File: config.mk
export PLATFORM = sky130hd
export DESIGN_NAME = ctrl_pipe
export DESIGN_NICKNAME = d
export VERILOG_FILES = /design/src/rtl/ctrl_pkg.sv /design/src/rtl/ctrl_decode.sv /design/src/rtl/ctrl_pipe.sv
export SDC_FILE = /design/constraint.sdc
export NUM_CORES = 1
export LEC_CHECK = 0
export CORE_MARGIN = 5
export CORE_UTILIZATION = 42
export DETAILED_ROUTE_END_ITERATION = 10
export GPL_TIMING_DRIVEN = 0
export MAX_ROUTING_LAYER = met4
export PLACE_DENSITY = 0.77
export SYNTH_ARGS = -nofsm -noshare
export SYNTH_HDL_FRONTEND = slang
export SYNTH_SLANG_ARGS = --single-unit
export TNS_END_PERCENT = 100
File: constraint.sdc
create_clock -name clock -period 1.4 [get_ports clock]
set_clock_uncertainty 0.1 [all_clocks]
set_input_delay 0.14 -clock clock [delete_from_list [all_inputs] [get_ports clock]]
set_output_delay 0.14 -clock clock [all_outputs]
set_load 0.05 [all_outputs]
File: src/rtl/ctrl_pkg.sv
// ctrl_pkg: shared encodings, multdiv FSM states and the X-stage control bundle
// for the pipelined control unit (ctrl_pipe / ctrl_decode).
package ctrl_pkg;

  // Primary opcodes
  localparam logic [4:0] OP_R    = 5'b00000;
  localparam logic [4:0] OP_J    = 5'b00001;
  localparam logic [4:0] OP_BNE  = 5'b00010;
  localparam logic [4:0] OP_JAL  = 5'b00011;
  localparam logic [4:0] OP_JR   = 5'b00100;
  localparam logic [4:0] OP_ADDI = 5'b00101;
  localparam logic [4:0] OP_BLT  = 5'b00110;
  localparam logic [4:0] OP_SW   = 5'b00111;
  localparam logic [4:0] OP_LW   = 5'b01000;

  // R-type ALU-op values with special meaning; everything else passes through the ALU
  localparam logic [4:0] ALU_ADD = 5'b00000;
  localparam logic [4:0] ALU_SUB = 5'b00001;
  localparam logic [4:0] ALU_MUL = 5'b00110;
  localparam logic [4:0] ALU_DIV = 5'b00111;

  typedef enum logic [1:0] {
    MD_IDLE  = 2'd0,
    MD_START = 2'd1,
    MD_WAIT  = 2'd2
  } md_state_t;

  // Full bundle as produced by decode and held in X
  typedef struct packed {
    logic aluinb;
    logic sub;
    logic br_ne;
    logic br_lt;
    logic jp;
    logic jr;
    logic md;
    logic md_div;
    logic dmwe;
    logic rwe;
    logic rdst;
    logic rwd;
    logic link;
  } ctrl_t;

  // Subsets still needed once the instruction leaves X
  typedef struct packed {
    logic dmwe;
    logic rwe;
    logic rdst;
    logic rwd;
    logic link;
  } m_ctrl_t;

  typedef struct packed {
    logic rwe;
    logic rdst;
    logic rwd;
    logic link;
  } w_ctrl_t;

  localparam ctrl_t CTRL_NOP = '0;

endpackage

File: src/rtl/ctrl_decode.sv
// ctrl_decode: combinational opcode/aluop -> control bundle plus illegal flag.
// Build option CTRL_MULTDIV_EN: when defined, R-type mul/div decode to md=1;
// otherwise they are reported illegal.
module ctrl_decode
  import ctrl_pkg::*;
#(
  parameter int OPW = 5
) (
  input  logic [OPW-1:0] opcode,
  input  logic [OPW-1:0] aluop,
  output ctrl_t          ctl,
  output logic           illegal
);

  logic is_mul, is_div;

  assign is_mul = (aluop == OPW'(ALU_MUL));
  assign is_div = (aluop == OPW'(ALU_DIV));

  // Decode; an illegal opcode leaves every enable at 0
  always_comb begin
    ctl     = CTRL_NOP;
    illegal = 1'b0;
    case (opcode)
      OPW'(OP_R): begin
        if (is_mul || is_div) begin
`ifdef CTRL_MULTDIV_EN
          ctl.md     = 1'b1;
          ctl.md_div = is_div;
          ctl.rwe    = 1'b1;
          ctl.rdst   = 1'b1;
`else
          illegal    = 1'b1;
`endif
        end else begin
          ctl.rwe  = 1'b1;
          ctl.rdst = 1'b1;
          ctl.sub  = (aluop == OPW'(ALU_SUB));
        end
      end
      OPW'(OP_J):    ctl.jp = 1'b1;
      OPW'(OP_BNE):  begin ctl.br_ne = 1'b1; ctl.sub = 1'b1; end
      OPW'(OP_JAL):  begin ctl.jp = 1'b1; ctl.rwe = 1'b1; ctl.link = 1'b1; end
      OPW'(OP_JR):   ctl.jr = 1'b1;
      OPW'(OP_ADDI): begin ctl.aluinb = 1'b1; ctl.rwe = 1'b1; end
      OPW'(OP_BLT):  begin ctl.br_lt = 1'b1; ctl.sub = 1'b1; end
      OPW'(OP_SW):   begin ctl.aluinb = 1'b1; ctl.dmwe = 1'b1; end
      OPW'(OP_LW):   begin ctl.aluinb = 1'b1; ctl.rwe = 1'b1; ctl.rwd = 1'b1; end
      default:       illegal = 1'b1;
    endcase
  end

endmodule

File: src/rtl/ctrl_pipe.sv
// ctrl_pipe: decode + X/M/W control pipeline with bubbles, flush, and the
// multdiv start/wait handshake that freezes D and X.
// Build option CTRL_MULTDIV_EN: when undefined the multdiv FSM, counter and
// timeout are not built; md_start, md_is_div, err_md_timeout are tied 0.
module ctrl_pipe
  import ctrl_pkg::*;
#(
  parameter int OPW    = 5,
  parameter int MD_MAX = 32
) (
  input  logic           clock,
  input  logic           reset,
  input  logic [OPW-1:0] d_opcode,
  input  logic [OPW-1:0] d_aluop,
  input  logic           d_valid,
  input  logic           hazard_stall,
  input  logic           flush,
  input  logic           md_ready,
  output logic           x_valid,
  output logic           x_aluinb,
  output logic           x_sub,
  output logic           x_br_ne,
  output logic           x_br_lt,
  output logic           x_jp,
  output logic           x_jr,
  output logic           x_md,
  output logic           m_valid,
  output logic           m_dmwe,
  output logic           w_valid,
  output logic           w_rwe,
  output logic           w_rdst,
  output logic           w_rwd,
  output logic           w_link,
  output logic           md_start,
  output logic           md_is_div,
  output logic           stall_fd,
  output logic           err_illegal,
  output logic           err_md_timeout
);

  ctrl_t   dec_ctl;
  logic    dec_illegal;

  logic    x_v, m_v, w_v;
  ctrl_t   x_c;
  m_ctrl_t m_c;
  w_ctrl_t w_c;

  logic    md_hold;   // FSM in START or WAIT
  logic    md_begin;  // md op sitting in X with FSM idle
  logic    md_tmo;    // last allowed WAIT cycle without a result
  logic    md_done;   // X releases on this edge
  logic    x_freeze;
  logic    x_bubble;
  logic    m_load;

  ctrl_decode #(.OPW(OPW)) u_decode (
    .opcode  (d_opcode),
    .aluop   (d_aluop),
    .ctl     (dec_ctl),
    .illegal (dec_illegal)
  );

`ifdef CTRL_MULTDIV_EN
  localparam int CW = (MD_MAX > 1) ? $clog2(MD_MAX) : 1;

  md_state_t     state;
  logic [CW-1:0] md_cnt;

  assign md_hold  = (state != MD_IDLE);
  assign md_begin = (state == MD_IDLE) && x_v && x_c.md;
  assign md_tmo   = (state == MD_WAIT) && !md_ready && (md_cnt == CW'(MD_MAX - 1));
  assign md_done  = md_hold && (md_ready || md_tmo);

  // Multdiv handshake: pulse start, wait for ready or give up after MD_MAX WAIT cycles
  always_ff @(posedge clock or posedge reset) begin
    if (reset) begin
      state          <= MD_IDLE;
      md_cnt         <= '0;
      md_start       <= 1'b0;
      md_is_div      <= 1'b0;
      err_md_timeout <= 1'b0;
    end else begin
      md_start  <= 1'b0;
      md_is_div <= 1'b0;
      case (state)
        MD_IDLE: begin
          if (md_begin) begin
            state     <= MD_START;
            md_start  <= 1'b1;
            md_is_div <= x_c.md_div;
          end
        end
        MD_START: begin
          md_cnt <= '0;
          state  <= md_ready ? MD_IDLE : MD_WAIT;
        end
        MD_WAIT: begin
          if (md_ready) begin
            state  <= MD_IDLE;
            md_cnt <= '0;
          end else if (md_tmo) begin
            state          <= MD_IDLE;
            md_cnt         <= '0;
            err_md_timeout <= 1'b1;
          end else begin
            md_cnt <= md_cnt + CW'(1);
          end
        end
        default: state <= MD_IDLE;
      endcase
    end
  end
`else
  logic unused_md;

  assign md_hold        = 1'b0;
  assign md_begin       = 1'b0;
  assign md_tmo         = 1'b0;
  assign md_done        = 1'b0;
  assign md_start       = 1'b0;
  assign md_is_div      = 1'b0;
  assign err_md_timeout = 1'b0;
  assign unused_md      = ^{md_ready, x_c.md_div};
`endif

  // X holds the md op from the cycle it is seen until the release edge.
  // While D is frozen by the multdiv, X only ever takes bubbles so the
  // instruction parked in D is not duplicated.
  assign x_freeze = md_begin | (md_hold & ~md_done);
  assign x_bubble = md_hold | hazard_stall | (flush & ~md_hold) | ~d_valid;
  // A timed-out op has no valid result, so it is dropped instead of written back
  assign m_load   = ~x_freeze & ~md_tmo;
  assign stall_fd = hazard_stall | md_hold | md_begin;

  // X stage: hold, take a bubble, or take the decoded instruction
  always_ff @(posedge clock or posedge reset) begin
    if (reset) begin
      x_v         <= 1'b0;
      x_c         <= CTRL_NOP;
      err_illegal <= 1'b0;
    end else if (!x_freeze) begin
      if (x_bubble) begin
        x_v <= 1'b0;
        x_c <= CTRL_NOP;
      end else begin
        x_v <= 1'b1;
        x_c <= dec_ctl;
        if (dec_illegal) err_illegal <= 1'b1;
      end
    end
  end

  // M stage: takes X, or a bubble while X is held by the multdiv
  always_ff @(posedge clock or posedge reset) begin
    if (reset) begin
      m_v <= 1'b0;
      m_c <= '0;
    end else if (m_load) begin
      m_v <= x_v;
      m_c <= '{dmwe: x_c.dmwe, rwe: x_c.rwe, rdst: x_c.rdst, rwd: x_c.rwd, link: x_c.link};
    end else begin
      m_v <= 1'b0;
      m_c <= '0;
    end
  end

  // W stage: always advances
  always_ff @(posedge clock or posedge reset) begin
    if (reset) begin
      w_v <= 1'b0;
      w_c <= '0;
    end else begin
      w_v <= m_v;
      w_c <= '{rwe: m_c.rwe, rdst: m_c.rdst, rwd: m_c.rwd, link: m_c.link};
    end
  end

  assign x_valid  = x_v;
  assign x_aluinb = x_v & x_c.aluinb;
  assign x_sub    = x_v & x_c.sub;
  assign x_br_ne  = x_v & x_c.br_ne;
  assign x_br_lt  = x_v & x_c.br_lt;
  assign x_jp     = x_v & x_c.jp;
  assign x_jr     = x_v & x_c.jr;
  assign x_md     = x_v & x_c.md;
  assign m_valid  = m_v;
  assign m_dmwe   = m_v & m_c.dmwe;
  assign w_valid  = w_v;
  assign w_rwe    = w_v & w_c.rwe;
  assign w_rdst   = w_v & w_c.rdst;
  assign w_rwd    = w_v & w_c.rwd;
  assign w_link   = w_v & w_c.link;

endmodule

# --- Word-level counts from Yosys, hierarchy flattened ---
# Cells that the tools add are included.
word_totals:
  ff_bits: 25
  in_bits: 16
  output_inout_bits: 20
  word_cells: 77
op_classes:
  n_eq_ne: 11
  n_mux: 17
  n_bitwise: 16
  reduce_logical: 8
ops:
  columns: ["cell", "count"]
  rows:
  - ["$eq A5 B3 Y1 const B", 6]
  - ["$mux W13", 1]
  - ["$and A1 B1 Y1", 12]
  - ["$mux W1", 12]
  - ["$eq A5 B1 Y1 const B", 2]
  - ["$eq A5 B2 Y1 const B", 2]
  - ["$reduce_or A8 Y1", 1]
  - ["$pmux W1 S2", 3]
  - ["$reduce_or A3 Y1", 2]
  - ["$eq A5 B4 Y1 const B", 1]
  - ["$logic_not A5 Y1", 1]
  - ["$reduce_or A2 Y1", 2]
  - ["$mux W2", 1]
  - ["$not A1 Y1", 2]
  - ["$or A1 B1 Y1", 2]
  - ["$reduce_and A2 Y1", 1]
  - ["$logic_or A1 B1 Y1", 1]

# --- Longest topological paths before layout ---
# Gate-level depths: netlist (run 1).
depth:
  ltp_word: 5
  mapped_depth: 4
  depth_no_buf: 3

# --- Cells and area by module ---
# From an unflattened synthesis (run 1), not the netlist that was laid out.
hier_totals:
  cells_unflattened: 95
  hier_area_um2: 1089.8
modules_own_cells:
  columns: ["mod", "n_inst", "cells_each", "area_per_inst_um2", "seq_area_each_um2"]
  rows:
  - ["ctrl_pipe", 1, 58, 867.1, 625.6]
  - ["ctrl_decode", 1, 37, 222.7, 0.0]

# --- Worst setup path before layout (run 1) ---
# Ideal clock, no wire load.
synth_path:
  path_type: "register to output"
  start: "register x_v (netlist: x_valid)"
  end: "output x_aluinb"
  t_arrival_ps: 1169
  required_ps: 1160
  setup_slack_ps: -9
  stages_incl_launch_ff: 2
  n_path_buf: 0
  cell_sequence: "dfrtp_1 > and2_1"
synth_between:
  elab_chain_cells: 1
synth_lines:
  columns: ["element", "line_no", "text"]
  rows:
  - ["start: declaration", "ctrl_pipe.sv:44", "logic x_v, m_v, w_v;"]
  - ["start signal: assignment", "ctrl_pipe.sv:139", "x_v <= 1'b0;"]
  - ["start signal: assignment", "ctrl_pipe.sv:144", "x_v <= 1'b0;"]
  - ["start signal: assignment", "ctrl_pipe.sv:147", "x_v <= 1'b1;"]
  - ["$and A1 B1 Y1", "ctrl_pipe.sv:180", "assign x_aluinb = x_v & x_c.aluinb;"]
  - ["end: declaration", "ctrl_pipe.sv:20", "output logic x_aluinb,"]
# No other way between the ends.

# --- Worst setup path after layout (run 1) ---
layout_path:
  start: "register x_v (netlist: x_valid)"
  end: "output x_jp"
layout_between:
  elab_chain_cells: 1
layout_lines:
  columns: ["element", "line_no", "text"]
  rows:
  - ["$and A1 B1 Y1", "ctrl_pipe.sv:184", "assign x_jp = x_v & x_c.jp;"]
  - ["end: declaration", "ctrl_pipe.sv:24", "output logic x_jp,"]
# No other way between the ends.

==> results of run 1 <==
-- how the worst max path moves through the flow --
stage / start / to / cells after the start
2_1_floorplan: w_valid / w_link / 1
3_3_place_gp: d_opcode[3] / x_c[3] / 4
3_5_place_dp: d_opcode[3] / x_c[3] / 4
4_1_cts: x_valid / x_br_lt / 2
5_1_grt: x_valid / x_jp / 2
6_report: x_valid / x_jp / 2
-- layout by cell type (no fill, tap or decap), types with 3 or more instances in the layout --
cell type / synthesis / layout
clkbuf_4: 0 / 3
conb_1: 1 / 4
dfrtp_1: 24 / 23
and2_2: 0 / 5
dlygate4sd2_1: 0 / 3
buf_2: 0 / 6
buf_4: 5 / 7
and2_1: 11 / 5
clkdlybuf4s50_1: 0 / 10
buf_6: 0 / 6
nand2_1: 4 / 4
clkdlybuf4s15_2: 0 / 3
nand2b_1: 4 / 4
nor2_1: 9 / 9
-- critical path: cells and delay by family, from the launching register on --
kind / cells / cell delay, ns
and+or+nand+nor: 1 / 0.19
DFF: 1 / 0.46
buffers and inverters: 1 / 0.15
-- cell families after synthesis --
| logic type | synth area share [%] |
|---|---|
| simple gates | 25.0 |
| compound gates | 7.12 |
| other cells | 0.388 |
| buf+inv | 5.43 |
| flops | 62.1 |
-- metal layers --
| layer | track usage, % | vias up |
|---|---|---|
| met5 | - | - |
| met4 | 2.98 | 0 |
| met3 | 3.12 | 2 |
| met2 | 18.7 | 32 |
| met1 | 11.9 | 302 |
| li1 | - | 352 |
-- sequential cells by signal (all words and copies together), names as in the netlist --
signal and flops:
err_illegal 1, m_c 5, m_valid 1, w_c 4, w_valid 1, x_c 11
x_valid 1
-- report_power, final --
| part | switching (uW) | leakage (uW) | total, uW | internal, uW |
|---|---|---|---|---|
| Clock | 169 | 0.0000210 | 327 | 158 |
| Sequential | 11.2 | 0.000330 | 717 | 706 |
| Combinational | 127 | 0.000325 | 211 | 83.2 |
| Total | 308 | 0.000676 | 1250 | 947 |
-- stage by stage --
| stage | area (um^2) | utilization [%] | TNS (ns) | instances | worst slack (ns) |
|---|---|---|---|---|---|
| 6_report | 1360 | 61.4 | 0 | 150 | 0.0730 |
| 5_1_grt | 1360 | 61.4 | 0 | 150 | 0.00950 |
| 4_1_cts | 1320 | 59.5 | 0 | 150 | 0.00570 |
| 3_5_place_dp | 1320 | 59.7 | -5.34 | 145 | -0.495 |
| 3_3_place_gp | 1320 | 59.7 | -5.02 | 145 | -0.478 |
| 2_1_floorplan | 986 | - | 0 | 87 | 0.0253 |
-- area by class of cell --
type | count | area share [%]
well taps | 28 | 2.58
flip-flops and latches | 24 | 44.3
inverters | 2 | 0.553
clock buffers | 4 | 2.67
plain buffers | 7 | 3.41
repair buffers | 31 | 21.0
multi-input cells | 54 | 25.4
-- timing repair --
item | in CTS | in global routing
buffers inserted | 1 | 0
gates resized for setup | 75 | 25
endpoints found under the setup margin | 17 | 15
pin swaps | 2 | 2
==> out/metrics.csv, run 1 <==
metric;value;unit
timing.critical_path.fanout_max;8;
hpwlAfterDp;1.35;mm
tritoncts.num_buffers;3;
setup-violations-final;0;
post_cts_hold_buffer_count;0;
antenna_diode_count;0;
yosysMostFrequentCell;dfrtp_1;
critical_path.endpoint_type;primary output;
vias_per_cell;4.59;
start_util;43.7;%
r2r-start;err_illegal;
maximum_number_of_pins_on_one_net_before_global_route_repair;25;
placeableCoreArea;0.00221;mm^2
die-area;0.00336;mm^2
yosys-top-cells-area;dfrtp_1, and2_1, buf_4, nor2_1, nand2b_1;
row_count;17;
power.density;924;mW/mm^2
post-route-drc-count;0;
globalplace.congestion;0.858;
top_layer;met4;
synth.top_cell.area_share;62.1;%
ys_seq_elements;24;
clk_latency;0.29;ns
met2_wl;765;um
combined_global_route_utilization_of_all_metal_layers;10.7;%
ys.flop_type;dfrtp_1;
post_synth_instance_area;967;um^2
vdd_drop_max;0.489;mV
synth_common_cells;dfrtp_1, and2_1, nor2_1, buf_4;
cp_data_required_time;1.16;ns
unrepaired_setup_endpoints_after_global_routing;no;
crit_chain;and2_2, buf_6;
timing.final.crit_share;94.8;%
drtPass1Iterations;2;
hold_class;input port to flip-flop;
post-route-min-period;1.33;ns
criticalPathCategory;flip-flop to primary output;
worst_path_max_delay_cell;dfrtp_2;
grt_antenna_before_repair;0;
nets;139;
reg2regPathDepth;3;
worstPathArrival;1.09;ns
whs_endpoint;x_c[1];
regArea;602;um^2
max_cap_violations;0;
hold_wc_startpoint;d_opcode[1];
whs_path_depth;4;
grt_first_pass_wirelength;2.77;mm
wl_per_cell;10.8;um
cts.reportedPaths.clkPinSlew;0.11;ns
clockBufferDepth;2;
slew_violations;0;
flow.area_growth_from_synthesis;40.4;%
multiInputGateArea;345;um^2
yosysSeqAreaShare;62.1;%
fin_hold_ws;0.136;ns
cts.htree.levels;1;
regToRegSetupSlack;0.23;ns
placement.io_buffers;30;
slew-limit-headroom;45.9;%
run_status;finished, final reports clean;
wl_met1;667;um
post_synth_inst_count;84;
postSynthAreaPerCell;11.5;um^2
p_leak;0.000676;uW
drive_gt1_share;31.1;%
design.portCount;36;
tot_pwr;1250;uW
synth.largest_area_cell;dfrtp_1;
global_route_total_overflow;0;
filler_cell_count;193;
asyncSetResetFlopFracSynth;100;%
dr.first_iter.drc_count;2;
clk_root_buffer_cell;clkbuf_4;
worst_pin_slew;0.811;ns
die_w;58.0;um
timing_hold_violations_final;0;
numClockSinks;24;
synth_cell_type_count;25;
grt_pass1_vias;698;
synth-warning-count;0;
vias;688;
achievable-frequency;754;MHz
tritoncts;done;
synth_enable_flop_cells;0;
total_routed_wirelength;1.62;mm
timing.critical_path.from_type;flip-flop;
critical_register_to_register_path_endpoint;err_illegal;
max_stage_delay;0.46;ns
die-height;58.0;um
wl_met3;172;um
remaining_antenna_violation_count_after_routing;0;
Power figures use the tool's default switching activity.
==> run 2: changes to the inputs <==
Settings changed: CAP_MARGIN set to 20.
==> results of run 2 <==
No change in the layout: final DEF, timing and power equal those of run 1.
